## src/rtl/ropuf_response_gen.sv

```systemverilog
// Ring-oscillator PUF response generator: sequences 16 rounds of 256 cycles,
// counts rising edges on the selected RO pair inside a window, and assembles
// a 16-bit response word from the per-round comparisons.
// Optional feature macro: ROPUF_TIE_MASK_EN (builds the per-round equality flag).
module ropuf_response_gen #(
  parameter int unsigned CNT_W      = 12,
  parameter int unsigned SETTLE     = 16,
  parameter int unsigned WINDOW_END = 240
) (
  input  logic        clk,
  input  logic        Reset,
  input  logic        start,
  input  logic [15:0] ro_osc,
  input  logic [7:0]  sel,
  output logic [3:0]  round,
  output logic [7:0]  count,
  output logic        busy,
  output logic        done,
  output logic [15:0] response,
  output logic [15:0] tie_mask
);

  typedef enum logic [1:0] {S_IDLE, S_RUN, S_DONE} state_e;

  localparam logic [CNT_W-1:0] CNT_MAX  = '1;
  localparam logic [7:0]       SETTLE_C = 8'(SETTLE);
  localparam logic [7:0]       WEND_C   = 8'(WINDOW_END);

  state_e            state_q, state_d;
  logic [3:0]        round_q, round_d;
  logic [7:0]        count_q, count_d;
  logic              busy_q, busy_d;
  logic              done_q, done_d;
  logic [15:0]       resp_q, resp_d;
  logic [15:0]       tie_q, tie_d;
  logic [CNT_W-1:0]  cnt_a_q, cnt_a_d;
  logic [CNT_W-1:0]  cnt_b_q, cnt_b_d;
  logic [15:0]       sync1_q, sync2_q, hist_q;
  logic [15:0]       edge_c;
  logic              edge_a_c, edge_b_c;

  // Two-flop synchroniser plus history flop per oscillator
  always_ff @(posedge clk or posedge Reset) begin
    if (Reset) begin
      sync1_q <= '0;
      sync2_q <= '0;
      hist_q  <= '0;
    end else begin
      sync1_q <= ro_osc;
      sync2_q <= sync1_q;
      hist_q  <= sync2_q;
    end
  end

  assign edge_c   = sync2_q & ~hist_q;
  assign edge_a_c = edge_c[sel[7:4]];
  assign edge_b_c = edge_c[sel[3:0]];

  // Round/count schedule, counters and per-round compare
  always_comb begin
    state_d = state_q;
    round_d = round_q;
    count_d = count_q;
    resp_d  = resp_q;
    tie_d   = tie_q;
    cnt_a_d = cnt_a_q;
    cnt_b_d = cnt_b_q;

    unique case (state_q)
      S_IDLE: begin
        round_d = 4'd0;
        count_d = 8'd0;
        if (start) begin
          state_d = S_RUN;
          resp_d  = '0;
          tie_d   = '0;
        end
      end
      S_RUN: begin
        count_d = count_q + 8'd1;
        if (count_q == 8'hFF) begin
          if (round_q == 4'hF) state_d = S_DONE;
          else                 round_d = round_q + 4'd1;
        end
        if (count_q == WEND_C) begin
          resp_d[round_q] = (cnt_a_q > cnt_b_q);
`ifdef ROPUF_TIE_MASK_EN
          tie_d[round_q]  = (cnt_a_q == cnt_b_q);
`endif
        end
      end
      S_DONE: begin
        state_d = S_IDLE;
        round_d = 4'd0;
        count_d = 8'd0;
      end
      default: state_d = S_IDLE;
    endcase

`ifndef ROPUF_TIE_MASK_EN
    tie_d = '0;
`endif

    // Counters: cleared during settle, saturating count inside window, frozen after
    if (count_q < SETTLE_C) begin
      cnt_a_d = '0;
      cnt_b_d = '0;
    end else if (count_q < WEND_C) begin
      if (edge_a_c && (cnt_a_q != CNT_MAX)) cnt_a_d = cnt_a_q + CNT_W'(1);
      if (edge_b_c && (cnt_b_q != CNT_MAX)) cnt_b_d = cnt_b_q + CNT_W'(1);
    end

    busy_d = (state_d == S_RUN);
    done_d = (state_d == S_DONE);
  end

  // State and datapath registers
  always_ff @(posedge clk or posedge Reset) begin
    if (Reset) begin
      state_q <= S_IDLE;
      round_q <= '0;
      count_q <= '0;
      busy_q  <= 1'b0;
      done_q  <= 1'b0;
      resp_q  <= '0;
      tie_q   <= '0;
      cnt_a_q <= '0;
      cnt_b_q <= '0;
    end else begin
      state_q <= state_d;
      round_q <= round_d;
      count_q <= count_d;
      busy_q  <= busy_d;
      done_q  <= done_d;
      resp_q  <= resp_d;
      tie_q   <= tie_d;
      cnt_a_q <= cnt_a_d;
      cnt_b_q <= cnt_b_d;
    end
  end

  assign round    = round_q;
  assign count    = count_q;
  assign busy     = busy_q;
  assign done     = done_q;
  assign response = resp_q;
  assign tie_mask = tie_q;

endmodule
```

## config.mk

```make
export PLATFORM = sky130hd
export DESIGN_NAME = ropuf_response_gen
export DESIGN_NICKNAME = d
export VERILOG_FILES = /design/src/rtl/ropuf_response_gen.sv
export SDC_FILE = /design/constraint.sdc
export NUM_CORES = 1
export LEC_CHECK = 0
export ABC_AREA = 1
export CAP_MARGIN = 20
export CORE_MARGIN = 2
export CORE_UTILIZATION = 53
export DETAILED_ROUTE_END_ITERATION = 8
export PLACE_DENSITY = 0.78
export RECOVER_POWER = 100
export SYNTH_ARGS = -nofsm -noshare
export SYNTH_HDL_FRONTEND = slang
export SYNTH_SLANG_ARGS = --single-unit
```

## constraint.sdc

```tcl
create_clock -name clk -period 10.7 [get_ports clk]
set_clock_uncertainty 0.05 [all_clocks]
set_input_delay 2.14 -clock clk [delete_from_list [all_inputs] [get_ports clk]]
set_output_delay 2.14 -clock clk [all_outputs]
set_load 0.05 [all_outputs]
```

### Word level (Yosys, flattened, before mapping)

Cells that the tools add are included.

* bits in registers: 104
* bits of input ports: 27

* add/subtract/negate cells: 4
* $lt $le $gt $ge: 7
* eq/ne operators: 13
* muxes and demuxes: 24
* bitwise operators: 2
* reductions and logical operators: 14

Operators with widths (count)
* $mux W12: 6
* $mux W16: 2
* $pmux W16 S2: 1
* $add A12 B1 Y12 const B: 2
* $ne A12 B12 Y1 const B: 2
* $and A16 B16 Y16: 1
* $bwmux W16: 1
* $eq A8 B8 Y1 const B: 2
* $not A16 Y16: 1
* $pmux W8 S2: 1
* $lt A4 B5 Y1 const B: 3
* $gt A12 B12 Y1: 1
* $reduce_bool A2 Y1: 5
* $add A8 B1 Y8 const B: 1
* $bmux W1 S4: 2
* $lt A8 B5 Y1 const B: 1
* $lt A8 B8 Y1 const B: 1
* $mux W4: 2
* $ne A2 B2 Y1 const B: 4
* $pmux W4 S2: 1
* $mux W2: 3
* $reduce_and A3 Y1: 2
* $add A4 B1 Y4 const B: 1
* $demux W1 S4: 1
* other kinds (10): 17

### Longest topological paths before layout

* word-level depth: 8
* gate-level depth with buffers: 13
* gate-level depth less buffers: 12

### Worst setup path before layout

No wires, ideal clock.

* path type: input port to flip-flop
* start: input port sel[0]
* end: register cnt_b_q[6]
* arrival time: 3.098 ns
* setup slack: 7.435 ns
* cell stages on the path: 13
* buffers on the path: 2
* cell sequence: buf_2 -> inv_2 -> nand2_1 -> nand3_1 -> nand3_1 -> nand3_1 -> nand2_1 -> nand2_2 -> nand2_4 -> nand2_4 -> buf_8 -> nand2_1 -> nand2_1

* word-level cells in the longest chain between the ends: 5

RTL lines
* from (decl): line 14 `input logic [7:0] sel,`
* $bmux W1 S4: line 57 `assign edge_b_c = edge_c[sel[3:0]];`
* $mux W1 (not written as such): line 57
* $logic_and A1 B1 Y1: line 110 `if (edge_b_c && (cnt_b_q != CNT_MAX)) cnt_b_d = cnt_b_q + CNT_W'(1);`
* $reduce_bool A2 Y1 (no line)
* $reduce_and A2 Y1 (no line)
* to (signal assigned): line 138 `cnt_b_q <= cnt_b_d;`
* to (decl): line 37 `logic [CNT_W-1:0] cnt_b_q, cnt_b_d;`

No other way between the ends. The select of a mux whose other input is x is not followed.
A chain may end at the register's enable or synchronous reset.

### Final worst setup path

* start: input port sel[4]
* end: register cnt_a_q[9]

* word-level cells in the longest chain between the ends: 5

RTL lines
* $bmux W1 S4: line 56 `assign edge_a_c = edge_c[sel[7:4]];`
* $mux W1 (not written as such): line 56
* $logic_and A1 B1 Y1: line 109 `if (edge_a_c && (cnt_a_q != CNT_MAX)) cnt_a_d = cnt_a_q + CNT_W'(1);`
* $reduce_bool A2 Y1 (no line)
* $reduce_and A2 Y1 (no line)
* to (signal assigned): line 137 `cnt_a_q <= cnt_a_d;`
* to (decl): line 36 `logic [CNT_W-1:0] cnt_a_q, cnt_a_d;`

No other way between the ends. The select of a mux whose other input is x is not followed.

==> out/qor.yml <==
logic_synthesis:
  synth.top_cell.area_share_pct: 51.2
  yosysSeqAreaShare_pct: 51.2
  synth.area.top_cells: "dfrtp_1, nand2_1, nand3_1"
  syn_avg_cell_area_um2: 8.43
  synth.area.mux_share_pct: 0
  synth-edff-count: 0
  yosys.area_share.simple_pct: 26.5
  ys_warn_count: 0
  synth_top_family_by_area: "simple AND/OR/NAND/NOR gates"
  netlist_instances: 603
  async_flop_share_pct: 100
  ys.flop_type: "dfrtp_1"
  netlist_area_um2: 5080
  ys_types: 38
  synth_compound_area_share_pct: 7.78
  synthMostInstantiatedCell: "nand2_1"
  synth_largest_area_cell: "dfrtp_1"
  synth-adder-area-share_pct: 4.92
  synth_xor_area_share_pct: 0.517
  ys_seq_elements: 104
  netlist_top_cells_count: "nand2_1, dfrtp_1, nand3_1"
place:
  place_hpwl_um: 7490
  pre_cts_ws_ns: 6.46
  place.gp.congestion: 0.920
  port_buffers: 56
timing:
  slew_headroom_pct: 11.0
  fin_setup_tns_ns: 0
  fmax_mhz: 226
  period_needed_ns: 4.43
  hold_violations: 0
  finalCritPeriodShare_pct: 41.4
  setup_violations: 0
  setup_slack_ns: 6.27
  tightest_slew_ns: 1.34
  rsz0062_at_grt: "no"
  final-max-slew-violation-count: 0
clock_network:
  path_clk_slew_ns: 0.11
  cts_tree: "yes"
  cts_buffer_depth: 2
  ctsHoldBuffers: 0
  clock_sinks: 104
  cts_resized: 0
  cts_root_buf: "clkbuf_8"
  insertion_delay_ns: 0.38
  h-tree-depth: 3
  cts_made_buffers: 9
  post_cts_buffers: 0
routing:
  drc: 0
  viasPerCell: 5.22
  routedWlPerCell_um: 13.4
  num_vias: 4126
  ant_nets: 0
  drtIter0Drc: 282
  drtPass1Iterations: 5
  routed_wirelength_um: 10600
pwr:
  p_sw_uw: 322
  p_per_area_nw_per_um2: 158
  clkPwrFrac_pct: 29.4
  ir_worst_vdd_mv: 0.117
  power_leakage_nw: 2.99
  combPwrFrac_pct: 21.8
  power.internal_uw: 605
  netSwitchingFraction_pct: 34.7
  seq_power_share_pct: 48.8
outcome:
  status: "completed"
finish:
  drive_above_1_share_pct: 4.23
  utilization_pct: 63.3
  antenna_cells: 0
  area_growth_pct: 15.6
  nets: 704
worst_setup_path:
  reg2reg_to: "response[10]"
  arrival_ns: 4.64
  max_stage_delay_ns: 0.76
  worstReg2RegStart: "count[6]"
  crit_start: "sel[4]"
  crit_end: "cnt_a_q[9]"
  path_cells: "dlygate4sd3_1 -> inv_1 -> nand2_1 -> nand3_1 -> nand3_1 -> nand3_1 -> nand2_1 -> nand2_1 -> nand2_1 -> nand2_1 -> nand2_1 -> nand2_1"
  cp_max_fo: 13
  r2r_cells: 9
  path_common_cell: "nand2_1"
  startpoint_type: "input pin"
  cp.buffers_inverters: 2
  critPathKind: "in -> reg"
  path_delay_family: "simple AND/OR/NAND/NOR gates"
  rrSetupSlack_ns: 8.12
  path_depth: 12
  cp.required_ns: 10.91
  end_kind: "register"
  cp_slowest_cell: "dlygate4sd3_1"
grt:
  grt_first_pass_wirelength_um: 18000
  globalRoute.busiestLayer: "met2"
  first_global_vias: 3946
  overflow: 0
  gr-usage-met1_pct: 29.2
  use_met2_pct: 34.1
  grt_util_met3_pct: 7.11
  grtUsageTotal_pct: 21.8
  grt_antenna_before_repair: 0
  grt_max_degree: 75
floorplanning:
  initial_core_util_pct: 54.8
  core-area_um2: 9280
  die_area_um2: 10400
  pin_count: 73
  chipHeight_um: 102
  rows: 35
  chipWidth_um: 102
job:
  max_cap_violations: 0
min_path:
  hp-class: "reg -> reg"
  holdCritStartpoint: "sync1_q[0]"
[state kept, by name, summed over array words and instances (netlist names), 2 cells and up]
name      cells
round         4
sync2_q      16
response     16
state_q       2
count         8
cnt_a_q      12
hist_q       16
sync1_q      16
cnt_b_q      12
[worst min path at each step]
stage | to | slack (ns) | cells after the start
after floorplan | sync2_q[0] | 0.28 | 0
after global placement | sync2_q[8] | 0.28 | 0
after detailed placement | sync2_q[7] | 0.28 | 0
after CTS | sync2_q[13] | 0.30 | 0
after global routing | sync2_q[13] | 0.30 | 0
final | sync2_q[0] | 0.31 | 0
[cells in the final DEF (no fill, tap or decap), drive strengths merged, types with 2 or more instances in the layout]
master         netlist  layout
a21oi               37      37
clkdlybuf4s50        0       6
conb                 1      16
xor2                 3       3
dfrtp              104     104
nor2                54      54
clkbuf               4      10
clkinv               1       5
dlygate4sd3          0      50
nand2              149     149
nand3b               4       4
ha                  20      20
inv                 65      66
nand3               72      72
or2                  2       2
nor3                11      11
o21ai               29      29
nand4               10      10
[layout make-up]
cell class                 instances  area (um2)
tap                              129         161
clock buffer                       9         124
sequential                       104        2600
multi-input combinational        418        2060
inverter                          66         249
clock inverter                     7         113
fill                             785        3410
timing repair buffer              58         572
[worst register-to-register path: cells and delay by family (launching register included)]
family          cells  cell delay (ns)
simple gates        5             0.63
compound gates      2             0.24
buf+inv             2             1.09
flops               1             0.44
[power by group through the flow]
stage,clock network (mW),logic [mW],registers (mW)
global route,0.294,0.231,0.458
detailed placement,0,0.206,0.459
global placement,0,0.197,0.459
CTS,0.280,0.206,0.452
floorplan,0,0.174,0.448
finish,0.272,0.202,0.452
[through the flow]
step	hold slack (ns)	instance area (um2)	power, mW	cells
2_1_floorplan	0.281	5140	0.622	618
3_3_place_gp	0.282	5670	0.656	775
3_5_place_dp	0.285	5670	0.665	775
4_1_cts	0.303	5900	0.938	791
5_1_grt	0.304	5880	0.983	791
6_report	0.307	5880	0.927	791
[cells by family (layout without fill, tap and decap cells)]
family,count (synthesis),in the layout
other,1,16
buffers and inverters,96,140
AOI/OAI and AO/OA,74,74
adders and majority gates,20,20
and+or+nand+nor,305,305
xor gates and xnor gates,3,3
DFF,104,104
[routing by layer]
| layer | wire (um) | part of all wire [%] |
|---|---|---|
| met1 | 4770 | 45 |
| met2 | 4920 | 47 |
| met3 | 684 | 6.5 |
| met4 | 184 | 1.7 |
| met5 | 0 | 0 |
Note: power is estimated with default switching activity, not from simulation.
